File: config.mk
export PLATFORM = sky130hd
export DESIGN_NAME = reset_sequencer
export DESIGN_NICKNAME = d
export VERILOG_FILES = /design/src/rtl/reset_sequencer.sv
export SDC_FILE = /design/constraint.sdc
export NUM_CORES = 1
export LEC_CHECK = 0
export CAP_MARGIN = 15
export CORE_MARGIN = 2
export CORE_UTILIZATION = 50
export CTS_CLUSTER_DIAMETER = 200
export DETAILED_ROUTE_END_ITERATION = 10
export PLACE_DENSITY_LB_ADDON = 0.25
export SETUP_SLACK_MARGIN = 0.3
export SYNTH_ARGS = -nofsm -noshare
export SYNTH_HDL_FRONTEND = slang
export SYNTH_SLANG_ARGS = --single-unit
File: constraint.sdc
create_clock -name clk_i -period 1.89 [get_ports clk_i]
set_input_delay 0.189 -clock clk_i [delete_from_list [all_inputs] [get_ports clk_i]]
set_output_delay 0.189 -clock clk_i [all_outputs]
set_load 0.01 [all_outputs]
File: src/rtl/reset_sequencer.sv
// Reset release sequencer: guard interval with every domain held in reset, then in-order
// release gated by per-domain ready. The watchdog/FAULT path is built only with RESET_SEQ_WATCHDOG_EN.
module reset_sequencer #(
  parameter int NUM_DOMAINS    = 3,
  parameter int HOLD_CYCLES    = 16,
  parameter int TIMEOUT_CYCLES = 1024
) (
  input  logic                   clk_i,
  input  logic                   rst_i,
  input  logic                   soft_rst_req_i,
  input  logic [NUM_DOMAINS-1:0] ready_i,
  output logic [NUM_DOMAINS-1:0] dom_rst_o,
  output logic [NUM_DOMAINS-1:0] dom_nrst_o,
  output logic                   all_ready_o,
  output logic                   busy_o,
  output logic                   timeout_o,
  output logic [2:0]             fail_idx_o
);

  localparam logic [2:0] ST_HOLD     = 3'd0;
  localparam logic [2:0] ST_RELEASE  = 3'd1;
  localparam logic [2:0] ST_WAIT_RDY = 3'd2;
  localparam logic [2:0] ST_DONE     = 3'd3;
  localparam logic [2:0] ST_FAULT    = 3'd4;

`ifdef RESET_SEQ_WATCHDOG_EN
  localparam int CNT_SPAN = (HOLD_CYCLES > TIMEOUT_CYCLES) ? HOLD_CYCLES : TIMEOUT_CYCLES;
`else
  localparam int CNT_SPAN = HOLD_CYCLES;
`endif
  localparam int CNT_W = (CNT_SPAN > 1) ? $clog2(CNT_SPAN) : 1;
  localparam logic [CNT_W-1:0] HOLD_LAST = CNT_W'(HOLD_CYCLES - 1);
`ifdef RESET_SEQ_WATCHDOG_EN
  localparam logic [CNT_W-1:0] TIMEOUT_LAST = CNT_W'(TIMEOUT_CYCLES - 1);
`endif
  localparam logic [2:0] LAST_IDX = 3'(NUM_DOMAINS - 1);
  localparam logic [NUM_DOMAINS-1:0] ALL_ONES = {NUM_DOMAINS{1'b1}};

  logic [2:0]             state_q, state_d;
  logic [CNT_W-1:0]       cnt_q, cnt_d;
  logic [2:0]             idx_q, idx_d;
  logic [NUM_DOMAINS-1:0] dom_rst_q, dom_rst_d;
  logic                   all_ready_q, all_ready_d;
  logic                   busy_q, busy_d;
  logic                   timeout_q, timeout_d;
  logic [2:0]             fail_idx_q, fail_idx_d;

  logic [NUM_DOMAINS-1:0] idx_mask_s;
  logic                   cur_ready_s;

  // One-hot of the domain currently being sequenced; only its ready bit is ever looked at.
  always_comb begin
    idx_mask_s  = NUM_DOMAINS'(1'b1) << idx_q;
    cur_ready_s = |(ready_i & idx_mask_s);
  end

  // Next-state logic; a soft restart request overrides every other event.
  always_comb begin
    state_d     = state_q;
    cnt_d       = cnt_q;
    idx_d       = idx_q;
    dom_rst_d   = dom_rst_q;
    all_ready_d = all_ready_q;
    busy_d      = busy_q;
    timeout_d   = timeout_q;
    fail_idx_d  = fail_idx_q;
    if (soft_rst_req_i) begin
      state_d     = ST_HOLD;
      cnt_d       = '0;
      idx_d       = 3'd0;
      dom_rst_d   = ALL_ONES;
      all_ready_d = 1'b0;
      busy_d      = 1'b1;
      timeout_d   = 1'b0;
      fail_idx_d  = 3'd0;
    end else begin
      case (state_q)
        ST_HOLD: begin
          if (cnt_q == HOLD_LAST) begin
            state_d = ST_RELEASE;
            cnt_d   = '0;
          end else begin
            cnt_d = cnt_q + CNT_W'(1);
          end
        end
        ST_RELEASE: begin
          dom_rst_d = dom_rst_q & ~idx_mask_s;
          cnt_d     = '0;
          state_d   = ST_WAIT_RDY;
        end
        ST_WAIT_RDY: begin
          // A ready seen on the final watchdog cycle still counts as an acknowledge.
          if (cur_ready_s) begin
            if (idx_q == LAST_IDX) begin
              state_d     = ST_DONE;
              all_ready_d = 1'b1;
              busy_d      = 1'b0;
            end else begin
              idx_d   = idx_q + 3'd1;
              state_d = ST_RELEASE;
            end
          end
`ifdef RESET_SEQ_WATCHDOG_EN
          else if (cnt_q == TIMEOUT_LAST) begin
            state_d    = ST_FAULT;
            dom_rst_d  = dom_rst_q | idx_mask_s;
            timeout_d  = 1'b1;
            fail_idx_d = idx_q;
            busy_d     = 1'b0;
          end else begin
            cnt_d = cnt_q + CNT_W'(1);
          end
`else
          else begin
            cnt_d = cnt_q;
          end
`endif
        end
        ST_DONE: begin
          state_d = ST_DONE;
        end
        ST_FAULT: begin
          state_d = ST_FAULT;
        end
        default: begin
          state_d     = ST_HOLD;
          cnt_d       = '0;
          idx_d       = 3'd0;
          dom_rst_d   = ALL_ONES;
          all_ready_d = 1'b0;
          busy_d      = 1'b1;
          timeout_d   = 1'b0;
          fail_idx_d  = 3'd0;
        end
      endcase
    end
  end

  // State and output registers with asynchronous active-high reset.
  always_ff @(posedge clk_i or posedge rst_i) begin
    if (rst_i) begin
      state_q     <= ST_HOLD;
      cnt_q       <= '0;
      idx_q       <= 3'd0;
      dom_rst_q   <= ALL_ONES;
      all_ready_q <= 1'b0;
      busy_q      <= 1'b1;
      timeout_q   <= 1'b0;
      fail_idx_q  <= 3'd0;
    end else begin
      state_q     <= state_d;
      cnt_q       <= cnt_d;
      idx_q       <= idx_d;
      dom_rst_q   <= dom_rst_d;
      all_ready_q <= all_ready_d;
      busy_q      <= busy_d;
      timeout_q   <= timeout_d;
      fail_idx_q  <= fail_idx_d;
    end
  end

  assign dom_rst_o   = dom_rst_q;
  assign dom_nrst_o  = ~dom_rst_q;
  assign all_ready_o = all_ready_q;
  assign busy_o      = busy_q;
`ifdef RESET_SEQ_WATCHDOG_EN
  assign timeout_o   = timeout_q;
  assign fail_idx_o  = fail_idx_q;
`else
  assign timeout_o   = 1'b0;
  assign fail_idx_o  = 3'd0;
  logic unused_wd_s;
  assign unused_wd_s = timeout_q ^ (^fail_idx_q);
`endif

endmodule

# ---- Word-level counts from Yosys, hierarchy flattened
# Cells that the tools add are included.
dict set report totals {
  output_inout_bits 12
  inputBits 6
  regBits 15
}
dict set report classes {
  addsub 2
  shifts 1
  muxes 22
  n_reduce_logical 8
  bitwise 4
  eq_ne 13
}
# cell n
set op_table {}
lappend op_table {{$mux W3} 7}
lappend op_table {{$pmux W3 S5} 1}
lappend op_table {{$ne A3 B3 Y1 const B} 4}
lappend op_table {{$pmux W3 S2} 2}
lappend op_table {{$eq A3 B2 Y1 const B} 3}
lappend op_table {{$mux W4} 2}
lappend op_table {{$pmux W4 S2} 1}
lappend op_table {{$reduce_or A4 Y1} 2}
lappend op_table {{$and A3 B3 Y3} 2}
lappend op_table {{$mux W1} 6}
lappend op_table {{$ne A2 B1 Y1 const B} 3}
lappend op_table {{$not A3 Y3} 2}
lappend op_table {{$reduce_and A3 Y1} 2}
lappend op_table {{$reduce_or A3 Y1} 2}
lappend op_table {{$add A4 B1 Y4 const B} 1}
lappend op_table {{$eq A4 B4 Y1 const B} 1}
lappend op_table {{$pmux W1 S2} 2}
lappend op_table {{$add A3 B1 Y3 const B} 1}
lappend op_table {{$eq A3 B1 Y1 const B} 1}
lappend op_table {{$eq A3 B3 Y1 const B} 1}
lappend op_table {{$logic_not A3 Y1} 1}
lappend op_table {{$shl A1 B3 Y3 const A} 1}
lappend op_table {{$mux W2} 1}
lappend op_table {{$reduce_and A2 Y1} 1}

# ---- Logic depth before layout (Yosys ltp)
dict set report depth {
  ltp_word 6
  mapped_depth 5
  depth_no_buf 5
}

# ---- Worst setup path after synthesis
# OpenSTA, ideal clock, no wires.
dict set report synth_path {
  path_kind {reg-to-reg}
  start {register idx_q[0]}
  end {register idx_q[1]}
  t_arrival_ps 1601
  setup_slack_ps 220
  path_buffers 0
  t_required_ps 1821
  path_stages_with_launch 6
  path_cell_list {dfrtp_1 inv_1 ha_1 or3_4 or4_1 nand3_1}
}
dict set report synth_between {
  elab_chain_len 5
  elab_cells_between_ends 12
}
# element line
set synth_rtl {}
lappend synth_rtl {{start, declared} 41} ;# logic [2:0] idx_q, idx_d;
lappend synth_rtl {{start signal, assigned} 153} ;# idx_q <= idx_d;
lappend synth_rtl {{$add A3 B1 Y3 or $shl A1 B3 Y3 (tied branches)} {99, 53}}
lappend synth_rtl {{$mux W3 or $and A3 B3 Y3 (tied branches)} {94, 54}}
lappend synth_rtl {{$mux W3 or $reduce_or A3 Y1 (tied branches)} {93, 54}}
lappend synth_rtl {{$pmux W3 S2 or $ne A3 B3 Y1 (tied branches)} -}
lappend synth_rtl {{$mux W3 or $reduce_and A3 Y1 (tied branches)} -}
# Several ways; a longest one is shown, not always the timed one. The select of a mux whose other input is x is not followed.
# A chain may end at the register's enable or synchronous reset.

# ---- Worst setup path in the final report
dict set report layout_path {
  start {register idx_q[0]}
  end {register all_ready_q (netlist: all_ready_o)}
}
dict set report layout_between {
  elab_chain_len 5
  elab_cells_between_ends 7
}
# element line
set layout_rtl {}
lappend layout_rtl {{$shl A1 B3 Y3} 53} ;# idx_mask_s = NUM_DOMAINS'(1'b1) << idx_q;
lappend layout_rtl {{$and A3 B3 Y3} 54} ;# cur_ready_s = |(ready_i & idx_mask_s);
lappend layout_rtl {{$reduce_or A3 Y1} 54}
lappend layout_rtl {{$ne A3 B3 Y1 (no source line)} -}
lappend layout_rtl {{$reduce_and A3 Y1 (no source line) *} -}
lappend layout_rtl {{end signal, assigned} 155} ;# all_ready_q <= all_ready_d;
lappend layout_rtl {{end, declared} 43} ;# logic all_ready_q, all_ready_d;
# Mark *: on every way between the ends. The rest lies on a longest branch, timed or not.

==> out/metrics.yaml <==
yosys:
  synth_area_um2: 943
  seq_area_frac_synth_pct: 40.3
  synth.avg_cell_area_um2: 9.16
  synth_common_cells: "inv_1 (12), dfrtp_1 (11), o21ai_0 (7)"
  synth.ff_latch_count: 15
  synth_top_area_share_pct: 29.2
  yosys.cell_count.top_type: "inv_1"
  muxShareOfSynthArea_pct: 1.06
  synthAdderAreaFrac_pct: 6.63
  async_flop_share_pct: 100
  synth_compound_area_share_pct: 19.1
  synth_edf_count: 0
  synth_top_cell_by_area: "dfrtp_1"
  synth_xor_area_share_pct: 0
  ys.flop_type: "dfrtp_1"
  synth_top_family_by_area: "simple AND/OR/NAND/NOR gates"
  synth.area.top_cells: "dfrtp_1 (29%), dfstp_2 (11%), ha_1 (6.6%), inv_1 (4.8%), or4_1 (4.0%)"
  synth_warnings: 0
  synthSimpleGateAreaFrac_pct: 22.5
  ys_types: 35
  syn_inst: 103
timing:
  period_share_pct: 86.0
  setup_viol: 0
  maxSlewHeadroom_pct: 62.1
  setup_tns_ns: 0
  timing.final.max_slew_violations: 0
  worst_pin_slew_ns: 0.568
  period_minus_slack_ns: 1.62
  rsz0062_at_grt: "true"
  finalHoldViolCount: 0
  fmax_mhz: 616
  fin_skew_ns: 0.0108
route:
  drt_iter0_markers: 29
  wl_per_cell_um: 15.2
  vias: 890
  drt.antenna.violating_nets: 0
  vias_per_cell: 5.89
  wl_um: 2290
  first_pass_iters: 4
  drc: 0
outcome:
  status: "completed"
setup_path:
  cp.arrival_ns: 1.81
  path_max_fanout: 3
  cp-start-kind: "flip-flop"
  ff2ff_path_depth: 6
  required_ns: 2.08
  worstSetupEndpointType: "flip-flop"
  critical_path_class: "reg -> reg"
clocking:
  root_buffer: "clkbuf_4"
  cts_sinks: 15
  cts_buffer_depth: 2
  cts_buffers: 3
  clk_pin_slew_ns: 0.10
  tritoncts: "done"
  htreeDepth: 1
  cts_hold_buffers: 0
  clkLatencyLatePin_ns: 0.30
hold_path:
  hold_path_class: "in -> async"
floorplan:
  core_mm2: 0.00175
  die_area_mm2: 0.00225
  ios: 18
  die_h_um: 47.4
  die_w_um: 47.4
  initial_core_util_pct: 54.1
  num_rows: 15
pwr:
  p_leak_nw: 0.525
  pwr_density_cell_mw_per_mm2: 467
  peakVddDrop_uv: 371
  total_power_mw: 0.581
placement:
  routabilityCongestion: 0.953
  port_buffers: 13
  numPlacedInstances: 138
  dp_hpwl_um: 1400
global_route:
  grt_overflow: 0
  grt_pass1_vias: 739
  grt_pass1_wl_um: 3370
  antenna_found_initial: 0
  grt_util_all_layers_pct: 22.3
  grt_max_degree: 17
finish:
  syn2layout_area_growth_pct: 31.7
  fin_util_pct: 71.2
  instances_no_fill: 151
  n_antenna_cell: 0
  drive_above_1_share_pct: 24.6
  n_fill_cell: 132
  fin_nets: 138
job:
  maxCapViolCount: 0
## cells by family (layout without fill, tap and decap cells)
kind of cell	count (synthesis)	after routing
flip-flops	15	15
adder cells (fa/ha/maj)	5	5
multiplexers	1	1
AO/OA/AOI/OAI	26	26
buffers and inverters	20	40
AND/OR/NAND/NOR	35	35
other	1	4
## stage by stage
step	hold WS (ns)	cell area, µm²	setup WS [ns]
floorplan	0.0876	967	0.302
global placement	0.478	1090	0.184
detailed placement	0.483	1090	0.148
CTS	0.267	1180	0.283
global route	0.301	1240	0.190
finish	0.241	1240	0.265
## final cells by class
class / instances / area, µm² / share of cell area (%)
repair buffers: 24 / 220 / 17.7
well taps: 25 / 31.3 / 2.52
clock buffers: 4 / 26.3 / 2.11
multi-input cells: 71 / 538 / 43.3
inverters: 12 / 45.0 / 3.63
flip-flops and latches: 15 / 382 / 30.7
## sequential cells by signal, summed over array words and instances, names as in the netlist
signal       count
cnt_q            4
all_ready_o      1
state_q          3
idx_q            3
busy_o           1
dom_rst_o        3
## worst max-delay path, cell delays in order (launching register included)
cell	delay (ns)
dfrtp_1	0.41
inv_2	0.09
ha_4	0.17
a222oi_1	0.39
buf_4	0.20
a2111oi_4	0.06
o21a_1	0.18
## layout by cell type, fill, tap and decap left out, drive strengths merged, types with 2 or more instances in the layout
cell type,instances
or4,5
o2bb2ai,3
nand2,5
conb,4
o211ai,3
nor3b,3
inv,12
o21ai,7
or2,2
nand3,5
ha,5
nand2b,4
or3,3
dfstp,4
nor4b,2
o21a,3
clkbuf,4
buf,11
clkdlybuf4s50,10
dlymetal6s2s,3
dfrtp,11
a21oi,3
nor2,3
## report_power, final
group | internal, mW | leakage (nW) | switching (mW) | total, mW
Combinational | 0.0243 | 0.319 | 0.0296 | 0.0539
Clock | 0.0822 | 0.0150 | 0.112 | 0.194
Sequential | 0.327 | 0.192 | 0.00611 | 0.333
## final timing paths
check                                        start                      end  slack, ns
hold reg to reg            all_ready_o$_DFFE_PP0P_  all_ready_o$_DFFE_PP0P_       0.50
min in group clk_i         all_ready_o$_DFFE_PP0P_  all_ready_o$_DFFE_PP0P_       0.50
hold / removal                               rst_i   state_q[0]$_DFFE_PP0P_       0.24
setup reg to reg              idx_q[0]$_DFFE_PP0P_  all_ready_o$_DFFE_PP0P_       0.27
max in group asynchronous                    rst_i   state_q[2]$_DFFE_PP0P_       1.23
setup / recovery              idx_q[0]$_DFFE_PP0P_  all_ready_o$_DFFE_PP0P_       0.27
## per-layer routing
layer	global-route usage, %	part of all wire [%]
met1	29.8	42
met2	32.4	46
met3	4.53	5.7
met4	15.0	6.4
met5	0	0
## what timing repair did
action | in CTS | in global routing
endpoints found under the setup margin | 6 | 15
resized for setup | 3 | 10
setup buffers | 6 | 3
pin swaps | 3 | 5
Note: power is estimated with default switching activity, not from simulation.
